$ cat src/rtl/pipelined_addsub.sv
// Pipelined ripple-carry adder/subtractor: one CW-bit carry chunk per stage,
// global-stall valid/ready flow control, carry/overflow/zero flags at the output.
module pipelined_addsub #(
   parameter int WIDTH  = 32,
   parameter int STAGES = 4
) (
   input  logic             clk,
   input  logic             rst,
   input  logic             in_valid,
   output logic             in_ready,
   input  logic [WIDTH-1:0] a,
   input  logic [WIDTH-1:0] b,
   input  logic             cin,
   input  logic             sub,
   output logic             out_valid,
   input  logic             out_ready,
   output logic [WIDTH-1:0] s,
   output logic             cout,
   output logic             ovf,
   output logic             zero
);

   localparam int CW = WIDTH / STAGES;

   // Handshake: a beat moves into stage 0 on in_valid & in_ready and leaves on
   // out_valid & out_ready; advance=0 freezes every stage at once.
   logic             advance;
   logic [STAGES-1:0] v;
   logic [STAGES-1:0] rc;
   logic [STAGES-1:0] nc;
   logic [WIDTH-1:0]  ra [STAGES];
   logic [WIDTH-1:0]  rb [STAGES];
   logic [WIDTH-1:0]  rs [STAGES];
   logic [WIDTH-1:0]  ns [STAGES];
   logic              msb_c;

   assign advance  = !out_valid | out_ready;
   assign in_ready = advance;

   // Stage k ripples only its own chunk; the running carry lives in nc[k].
   always_comb begin
      msb_c = 1'b0;
      for (int k = 0; k < STAGES; k++) begin
         ns[k] = rs[k];
         nc[k] = rc[k];
         for (int i = 0; i < CW; i++) begin
            if (k * CW + i == WIDTH - 1) msb_c = nc[k];
            ns[k][k*CW+i] = ra[k][k*CW+i] ^ rb[k][k*CW+i] ^ nc[k];
            nc[k] = (ra[k][k*CW+i] & rb[k][k*CW+i]) |
                    ((ra[k][k*CW+i] ^ rb[k][k*CW+i]) & nc[k]);
         end
      end
   end

   always_ff @(posedge clk) begin
      if (rst) begin
         v         <= '0;
         rc        <= '0;
         out_valid <= 1'b0;
         s         <= '0;
         cout      <= 1'b0;
         ovf       <= 1'b0;
         zero      <= 1'b0;
         for (int k = 0; k < STAGES; k++) begin
            ra[k] <= '0;
            rb[k] <= '0;
            rs[k] <= '0;
         end
      end else if (advance) begin
         v[0]  <= in_valid;
         ra[0] <= a;
         rb[0] <= sub ? ~b : b;
         rs[0] <= '0;
         rc[0] <= sub ? ~cin : cin;
         for (int k = 1; k < STAGES; k++) begin
            v[k]  <= v[k-1];
            ra[k] <= ra[k-1];
            rb[k] <= rb[k-1];
            rs[k] <= ns[k-1];
            rc[k] <= nc[k-1];
         end
         out_valid <= v[STAGES-1];
         s         <= ns[STAGES-1];
         cout      <= nc[STAGES-1];
         ovf       <= msb_c ^ nc[STAGES-1];
         zero      <= ~|ns[STAGES-1];
      end
   end

endmodule

$ cat config.mk
export PLATFORM = sky130hd
export DESIGN_NAME = pipelined_addsub
export DESIGN_NICKNAME = d
export VERILOG_FILES = /design/src/rtl/pipelined_addsub.sv
export SDC_FILE = /design/constraint.sdc
export NUM_CORES = 1
export LEC_CHECK = 0
export ABC_AREA = 1
export CORE_UTILIZATION = 60
export CTS_BUF_LIST = sky130_fd_sc_hd__clkbuf_4 sky130_fd_sc_hd__clkbuf_8 sky130_fd_sc_hd__clkbuf_16
export DETAILED_ROUTE_END_ITERATION = 6
export PLACE_DENSITY_LB_ADDON = 0.05
export REMOVE_ABC_BUFFERS = 1
export SKIP_LAST_GASP = 1
export SYNTH_ARGS = -nofsm -noshare
export SYNTH_HDL_FRONTEND = slang
export SYNTH_SLANG_ARGS = --single-unit
$ cat constraint.sdc
create_clock -name clk -period 6.6 [get_ports clk]
set_input_delay 1.32 -clock clk [delete_from_list [all_inputs] [get_ports clk]]
set_output_delay 1.32 -clock clk [all_outputs]
set_load 0.05 [all_outputs]
==> summary.md, run 1 <==
| Metric | Value |
|---|---|
| Total track usage | 17.9% |
| Critical Path Source Type | register |
| Crit path kind | register to register |
| RSZ-0062 raised after global routing | false |
| TritonCTS Buffers | 26 |
| Die X | 135 µm |
| Multiplexer share of the synthesized area | 0% |
| I/O Buffers | between 100 and 150 |
| Depth of the CTS H-tree | 1 |
| Sequential share of the synthesized area | 67.5% |
| Buf/Inv on CP | 1 |
| Synth Cell Area | roughly 0.011 mm² |
| TritonCTS sink count | about 250 |
| Leak pwr | 5.31 nW |
| CTS Hold Bufs | 0 |
| Most used cell, CP | fa_1 |
| Critical path endpoint category | register |
| WHS Path Cells | 2 |
| Largest net degree at the start of global routing | approximately 140 |
| Post-route cell area | between 0.01 and 0.015 mm² |
| Worst skew pair latency | 510 ps |
| CTS resizes | 0 |
| Post-route setup TNS | 0 ps |
| Wire per inst | 12.3 µm |
| Status | finished clean |
| Flip-flop and latch count after synthesis | 252 |
| Final-report max-slew violation count | 0 |
| PD cells | 285 mW/mm² |
| TritonCTS clock tree | yes |
| Most frequent cells in the layout | 216 x nor2_1, 208 x inv_1, 208 x edfxtp_1, 105 x clkdlybuf4s50_1, 59 x nand2_1 |
| Hold EP | s[3] |
| Final Hold Vio Count | 0 |
| Vias/cell | 4.66 |
| Setup Viol. Count Final | 0 |
| DRT Wirelength | 15.4 mm |
| ANT cells | 0 |
| Die ar. | around 0.018 mm² |
| Min-delay src | rs[3][3] |
| Crit path cell chain | fa_1, fa_1, fa_1, fa_1, fa_1, fa_1, fa_1, inv_1, fa_1, nand2_1, nor2_1, nand3_1, o21bai_1 |
| Nets | 1,114 |
| Via count | 5,858 |
| Initial Util | 61.3% |
| Critical path's top delay family | adder cells |
| Compound-Gate Fraction of Synth Area | about 1.0% |
| Adder-Cell Fraction of Synth Area | 6.07% |
| Fraction of layout cells with a size suffix above 1 | 6.21% |
| CP Max Fanout | 2 |
| RR Endpoint | zero |
| FMAX | 218 MHz |
| Iter 0 DRT Violations | 388 |
| CTS Root Cell | clkbuf_16 |
| Gpl congestion | 0.737 |
| Slowest stage cell, crit path | fa_1 |
| Slew margin rel. | 31.5% |
| Critical R2R Launch | ra[3][24] |
| Max-capacitance violation count | 0 |
| Max Root-Sink Buffers | 3 |
| Post-Place Worst Slack | 2010 ps |
| First-pass GRT wire length | about 25 mm |
| Syn Area/Cell | 11.6 µm² |
| Period minus WS final | 4590 ps |
| I/O pins | approximately 110 |
| Antenna Nets Post-Route | 0 |
| Yosys warns | 0 |
| Worst min-delay path category | register to register |
| Die height | 135 µm |
| Critical Path RT | 7000 ps |
| Least-Margin Pin Slew | 1030 ps |
| Row count | 48 |
| Initial DRT Pass Iterations | 4 |
| Final worst slack | 2010 ps |
| Post-CTS setup buffer count | 0 |
| Placed Area | roughly 0.012 mm² |
| Fin crit share | 69.5% |
| Initial antenna violation count | 0 |
| Reg2reg path depth | 13 |
| Post-DP HPWL | 8.97 mm |
| Largest family of logic cells by synthesized area | simple AND/OR/NAND/NOR gates |
| Post-route core utilization | between 70% and 80% |
| Hold Slack | approximately 460 ps |
| Worst VDD drop | 0.236 mV |
| Number of global-route vias before repair | 5,395 |
| Core area | 0.0172 mm² |
| CP Data Arrival Time | 4990 ps |
| Post-synth cell types | 23 |
| Post-Synth Simple-Gate Area | 12.5% |
| Largest stage delay on the critical path | 500 ps |
| Final Skew | 9.51 ps |
| Post-route DRC | 0 |
| Area growth, synth to finish | 19.1% |
| XOR/XNOR Fraction of Synth Area | 2.82% |
| R2R setup slack | 2010 ps |
| Most common cell after layout, fill and taps aside | nor2_1 |
| Mapped Cells | 910 |
| GRT overflow | 0 |
| Clock slew at reported path FFs | about 60 ps |
[layer usage]
layer  track usage [%]  share of wire (%)  vias to the layer above
met2              30.1                 49                      119
li1                  -                  -                     2993
met5                 0                  0                        -
met4              4.81                1.7                        0
met3              3.45                4.6                       21
met1              24.1                 45                     2725
[Yosys cell counts]
| cell | count | area [µm²] |
|---|---|---|
| buf_2 | 12 | 60.1 |
| buf_4 | 8 | 60.1 |
| buf_6 | 11 | 124 |
| buf_8 | 1 | 15.0 |
| clkbuf_1 | 5 | 18.8 |
| dfxtp_1 | 44 | 881 |
| edfxtp_1 | 208 | 6250 |
| fa_1 | 32 | 641 |
| inv_1 | 208 | 781 |
| inv_2 | 1 | 3.75 |
| inv_4 | 1 | 6.26 |
| nand2_1 | 59 | 221 |
| nand2_2 | 1 | 6.26 |
| nand3_1 | 37 | 185 |
| nor2_1 | 216 | 811 |
| nor2_2 | 10 | 62.6 |
| nor2_4 | 1 | 11.3 |
| nor2_8 | 1 | 20.0 |
| o21ai_0 | 13 | 65.1 |
| o21bai_1 | 1 | 7.51 |
| o22ai_1 | 6 | 37.5 |
| xnor2_1 | 33 | 289 |
| xor2_1 | 1 | 8.76 |
[per-stage QoR]
stage / total power [mW] / std cells
global placement: 2.11 / 1209
finish: 3.59 / 1256
floorplan: 2.02 / 873
CTS: 3.62 / 1256
global route: 3.72 / 1256
detailed placement: 2.12 / 1209
[layout make-up]
type | count | area [µm²]
Timing Repair Buffer | 111 | 1090
Sequential cell | 252 | 7130
Multi-Input combinational cell | 411 | 2380
Clock buffer | 36 | 779
Inverter | 210 | 793
Clock inverter | 11 | 125
Fill cell | 1169 | 4660
Tap cell | 225 | 282
[worst min-delay path, stage by stage (launching register included)]
cell,delay [ps]
edfxtp_1,340
nand2_1,60
nand2_1,40
[worst max-delay path by stage]
stage          endpoint  depth (start not counted)      start  slack, ps
3_5_place_dp       zero                         13  ra[3][24]       2010
6_report           zero                         13  ra[3][24]       2010
5_1_grt            zero                         13  ra[3][24]       1840
4_1_cts            zero                         13  ra[3][24]       1990
2_1_floorplan  ra[0][0]                          2  out_ready       1630
3_3_place_gp       zero                         13  ra[3][24]       2090
[logic make-up (layout without fill, tap and decap cells)]
logic type	after synthesis	count (layout)
buffers and inverters	247	368
adder cells (fa/ha/maj)	32	32
XOR/XNOR	34	34
flip-flops	252	252
AO/OA/AOI/OAI	20	20
AND/OR/NAND/NOR	325	325
[report_power, final]
part	switching, mW	internal, mW
clock network	0.561	0.938
logic	0.141	0.110
registers	0.0292	1.81
total	0.732	2.86
[registers in the layout (all words and copies together), names as in the netlist]
name	flops
zero	1
ovf	1
cout	1
rb	80
rc	4
rs	48
v	4
out_valid	1
ra	80
s	32
Power figures use the tool's default switching activity.
==> run 2: changes to the inputs <==
- CORE_UTILIZATION: 60 -> 51
- clock period: 6.6 -> 3.85 ns (I/O delays scaled with it)
==> summary.md, run 2 (synthesized netlist as in run 1, its figures left out) <==
| Metric | Value |
|---|---|
| Sw Share | 21.1% (was 20.4%) |
| Crit path kind | register to register (unchanged) |
| Wire per inst | 12.5 µm (was 12.3 µm) |
| RSZ-0062 raised after global routing | true (was false) |
| Slew margin rel. | 29.8% (was 31.5%) |
| DRT Wirelength | 16.4 mm (was 15.4 mm) |
| P_sw | 1.26 mW (was 0.732 mW) |
| Iter 0 DRT Violations | 354 (was 388) |
| Total power | 5.99 mW (was 3.59 mW) |
| Final-report max-slew violation count | 0 (unchanged) |
| Fillcell total | 1,676 (was 1,169) |
| Final Skew | 13.6 ps (was 9.51 ps) |
| CTS Root Cell | clkbuf_16 (unchanged) |
| Most frequent cells in the layout | 216 x nor2_1, 208 x edfxtp_1, 206 x inv_1, 105 x clkdlybuf4s50_1, 59 x nand2_1 (was 216 x nor2_1, 208 x inv_1, 208 x edfxtp_1, 105 x clkdlybuf4s50_1, 59 x nand2_1) |
| Placed Area | 0.0119 mm² (was 0.0117 mm²) |
| Worst Setup SP | rb[0][120] (was ra[3][24]) |
| Critical R2R Launch | rb[0][120] (was ra[3][24]) |
| PD cells | 470 mW/mm² (was 285 mW/mm²) |
| Row count | 52 (was 48) |
| Critical Path Source Type | register (unchanged) |
| Initial antenna violation count | 0 (unchanged) |
| Status | finished clean (unchanged) |
| First-pass GRT wire length | 27.5 mm (was 25.5 mm) |
| Setup Viol. Count Final | 0 (unchanged) |
| Worst skew pair latency | 520 ps (was 510 ps) |
| Critical Path RT | 4260 ps (was 7000 ps) |
| Register cell area after layout | 0.00713 mm² (unchanged) |
| Antenna Nets Post-Route | 0 (unchanged) |
| Initial DRT Pass Iterations | 6 (was 4) |
| Clock power share | 40.0% (was 41.8%) |
| Final Hold Vio Count | 0 (unchanged) |
| Fraction of layout cells with a size suffix above 1 | 9.61% (was 6.21%) |
| Post-route cell area | 0.0127 mm² (was 0.0126 mm²) |
| Nets | 1,124 (was 1,114) |
| Area occupied by multi-input gates | 0.00244 mm² (was 0.00238 mm²) |
| Internal | 4.73 mW (was 2.86 mW) |
| Gpl congestion | 0.749 (was 0.737) |
| GRT overflow | 0 (unchanged) |
| Comb pwr share | 7.4% (was 7.0%) |
| Fin crit share | 98.3% (was 69.5%) |
| TritonCTS Buffers | 27 (was 26) |
| Post-route DRC | 0 (unchanged) |
| Area growth, synth to finish | 20.7% (was 19.1%) |
| Die X | 146 µm (was 135 µm) |
| Slowest stage cell, crit path | edfxtp_1 (was fa_1) |
| Depth of the CTS H-tree | 1 (unchanged) |
| I/O Buffers | 106 (unchanged) |
| Largest stage delay on the critical path | 390 ps (was 500 ps) |
| Buf/Inv on CP | 1 (unchanged) |
| Post-route core utilization | 62.8% (was 73.0%) |
| Max Root-Sink Buffers | 3 (unchanged) |
| RR Endpoint | zero (unchanged) |
| Largest net degree at the start of global routing | 77 (was 144) |
| Initial Util | 52.0% (was 61.3%) |
| Vias/cell | 4.51 (was 4.66) |
| Levels on crit path | 13 (unchanged) |
| Worst min-delay path category | register to register (unchanged) |
| R2R setup slack | 70 ps (was 2010 ps) |
| Via count | 5,917 (was 5,858) |
| Post-CTS setup buffer count | 0 (unchanged) |
| Least-Margin Pin Slew | 1050 ps (was 1030 ps) |
| CTS Hold Bufs | 0 (unchanged) |
| TritonCTS sink count | 252 (unchanged) |
| Final worst slack | 67.0 ps (was 2010 ps) |
| Core area | 0.0203 mm² (was 0.0172 mm²) |
| TritonCTS clock tree | yes (unchanged) |
| Reg power frac | 52.7% (was 51.2%) |
| Crit path cell chain | fa_2, fa_2, fa_2, fa_2, fa_2, fa_2, fa_2, inv_2, fa_1, nand2_1, nor2_1, nand3_1, o21bai_1 (was fa_1, fa_1, fa_1, fa_1, fa_1, fa_1, fa_1, inv_1, fa_1, nand2_1, nor2_1, nand3_1, o21bai_1) |
| Biggest registers after layout | ra (80), rb (80), rs (48) (unchanged) |
| FMAX | 264 MHz (was 218 MHz) |
| Leak pwr | 5.30 nW (was 5.31 nW) |
| Number of global-route vias before repair | 5,787 (was 5,395) |
| Die ar. | 0.0213 mm² (was 0.0181 mm²) |
| Post-DP HPWL | 9.87 mm (was 8.97 mm) |
| CP Data Arrival Time | 4190 ps (was 4990 ps) |
| Post-Place Worst Slack | -683 ps (was 2010 ps) |
| Total track usage | 16.1% (was 17.9%) |
| Max-capacitance violation count | 0 (unchanged) |
| Most common cell after layout, fill and taps aside | nor2_1 (unchanged) |
| ANT cells | 0 (unchanged) |
| CP Max Fanout | 2 (unchanged) |
| Critical path endpoint category | register (unchanged) |
| Worst VDD drop | 0.279 mV (was 0.236 mV) |
| Critical path's top delay family | adder cells (unchanged) |
| Reg2reg path depth | 13 (unchanged) |
| Period minus WS final | 3780 ps (was 4590 ps) |
| Die height | 146 µm (was 135 µm) |
| CP endpoint | zero (unchanged) |
| Most used cell, CP | fa_2 (was fa_1) |
| Clock slew at reported path FFs | 60 ps (about the same) |
| I/O pins | 107 (unchanged) |
run 2: cell types whose count changed in the layout (fill, tap and decap cells not counted), moves of 2 or more:
cell       previous run  this run
bufinv_16             3         0
fa_2                  0        23
inv_1               208       206
clkbuf_4              5        14
buf_12                0         5
inv_2                 1         3
clkinv_2              4         2
fa_1                 32         9
buf_4                 5         9
run 2: stage by stage:
| step | instances | hold slack, ps | TNS [ps] |
|---|---|---|---|
| finish | 1311 | 464 | 0 |
| global route | 1311 | 490 | -63.1 |
| CTS | 1311 | 466 | -28.1 |
| detailed placement | 1263 | 451 | -3260 |
| global placement | 1263 | 447 | -2640 |
| floorplan | 873 | 438 | -122860 |
run 2: routing by layer:
layer / routed length [µm] / track usage [%] / vias to the layer above
met5: 0 / 0 / -
met4: 248 / 4.37 / 0
met3: 882 / 3.20 / 18
met2: 7750 / 26.9 / 134
met1: 7490 / 21.6 / 2752
li1: - / - / 3013
run 2: cell type report:
type / count / area share (%)
Clock buffer: 43 / 6.34
Clock inverter: 5 / 0.167
Inverter: 210 / 6.22
Multi-Input combinational cell: 411 / 19.1
Sequential cell: 252 / 55.9
Tap cell: 270 / 2.65
Timing Repair Buffer: 120 / 9.60
run 2: worst min-delay path by stage:
| stage | start | endpoint | cells past startpoint |
|---|---|---|---|
| after CTS | rs[3][17] | s[17] | 2 |
| final | rs[3][17] | s[17] | 2 |
| after global placement | rs[3][8] | s[8] | 2 |
| after global routing | s[29] | s[29] | 2 |
| after floorplan | rs[3][0] | s[0] | 2 |
| after detailed placement | rs[3][17] | s[17] | 2 |
run 2: what timing repair did:
| action | in CTS | in global routing |
|---|---|---|
| pin swaps | 8 | 15 |
| endpoints found under the hold margin | 0 | 0 |
| endpoints found under the setup margin | 12 | 6 |
| gates resized for setup | 22 | 3 |
run 2: worst reg2reg max path, stage by stage (launching register included):
cell and delay, ps:
edfxtp_1 390, fa_2 380, fa_2 390, fa_2 360
fa_2 360, fa_2 350, fa_2 360, fa_2 360
inv_2 70, fa_1 390, nand2_1 80, nor2_1 40
nand3_1 80, o21bai_1 70
run 2: power by group through the flow:
stage	logic, mW	clock network, mW	registers [mW]
after global routing	0.503	2.56	3.17
after floorplan	0.225	0	3.24
after detailed placement	0.444	0	3.21
after CTS	0.449	2.45	3.15
final	0.442	2.39	3.15
after global placement	0.435	0	3.20
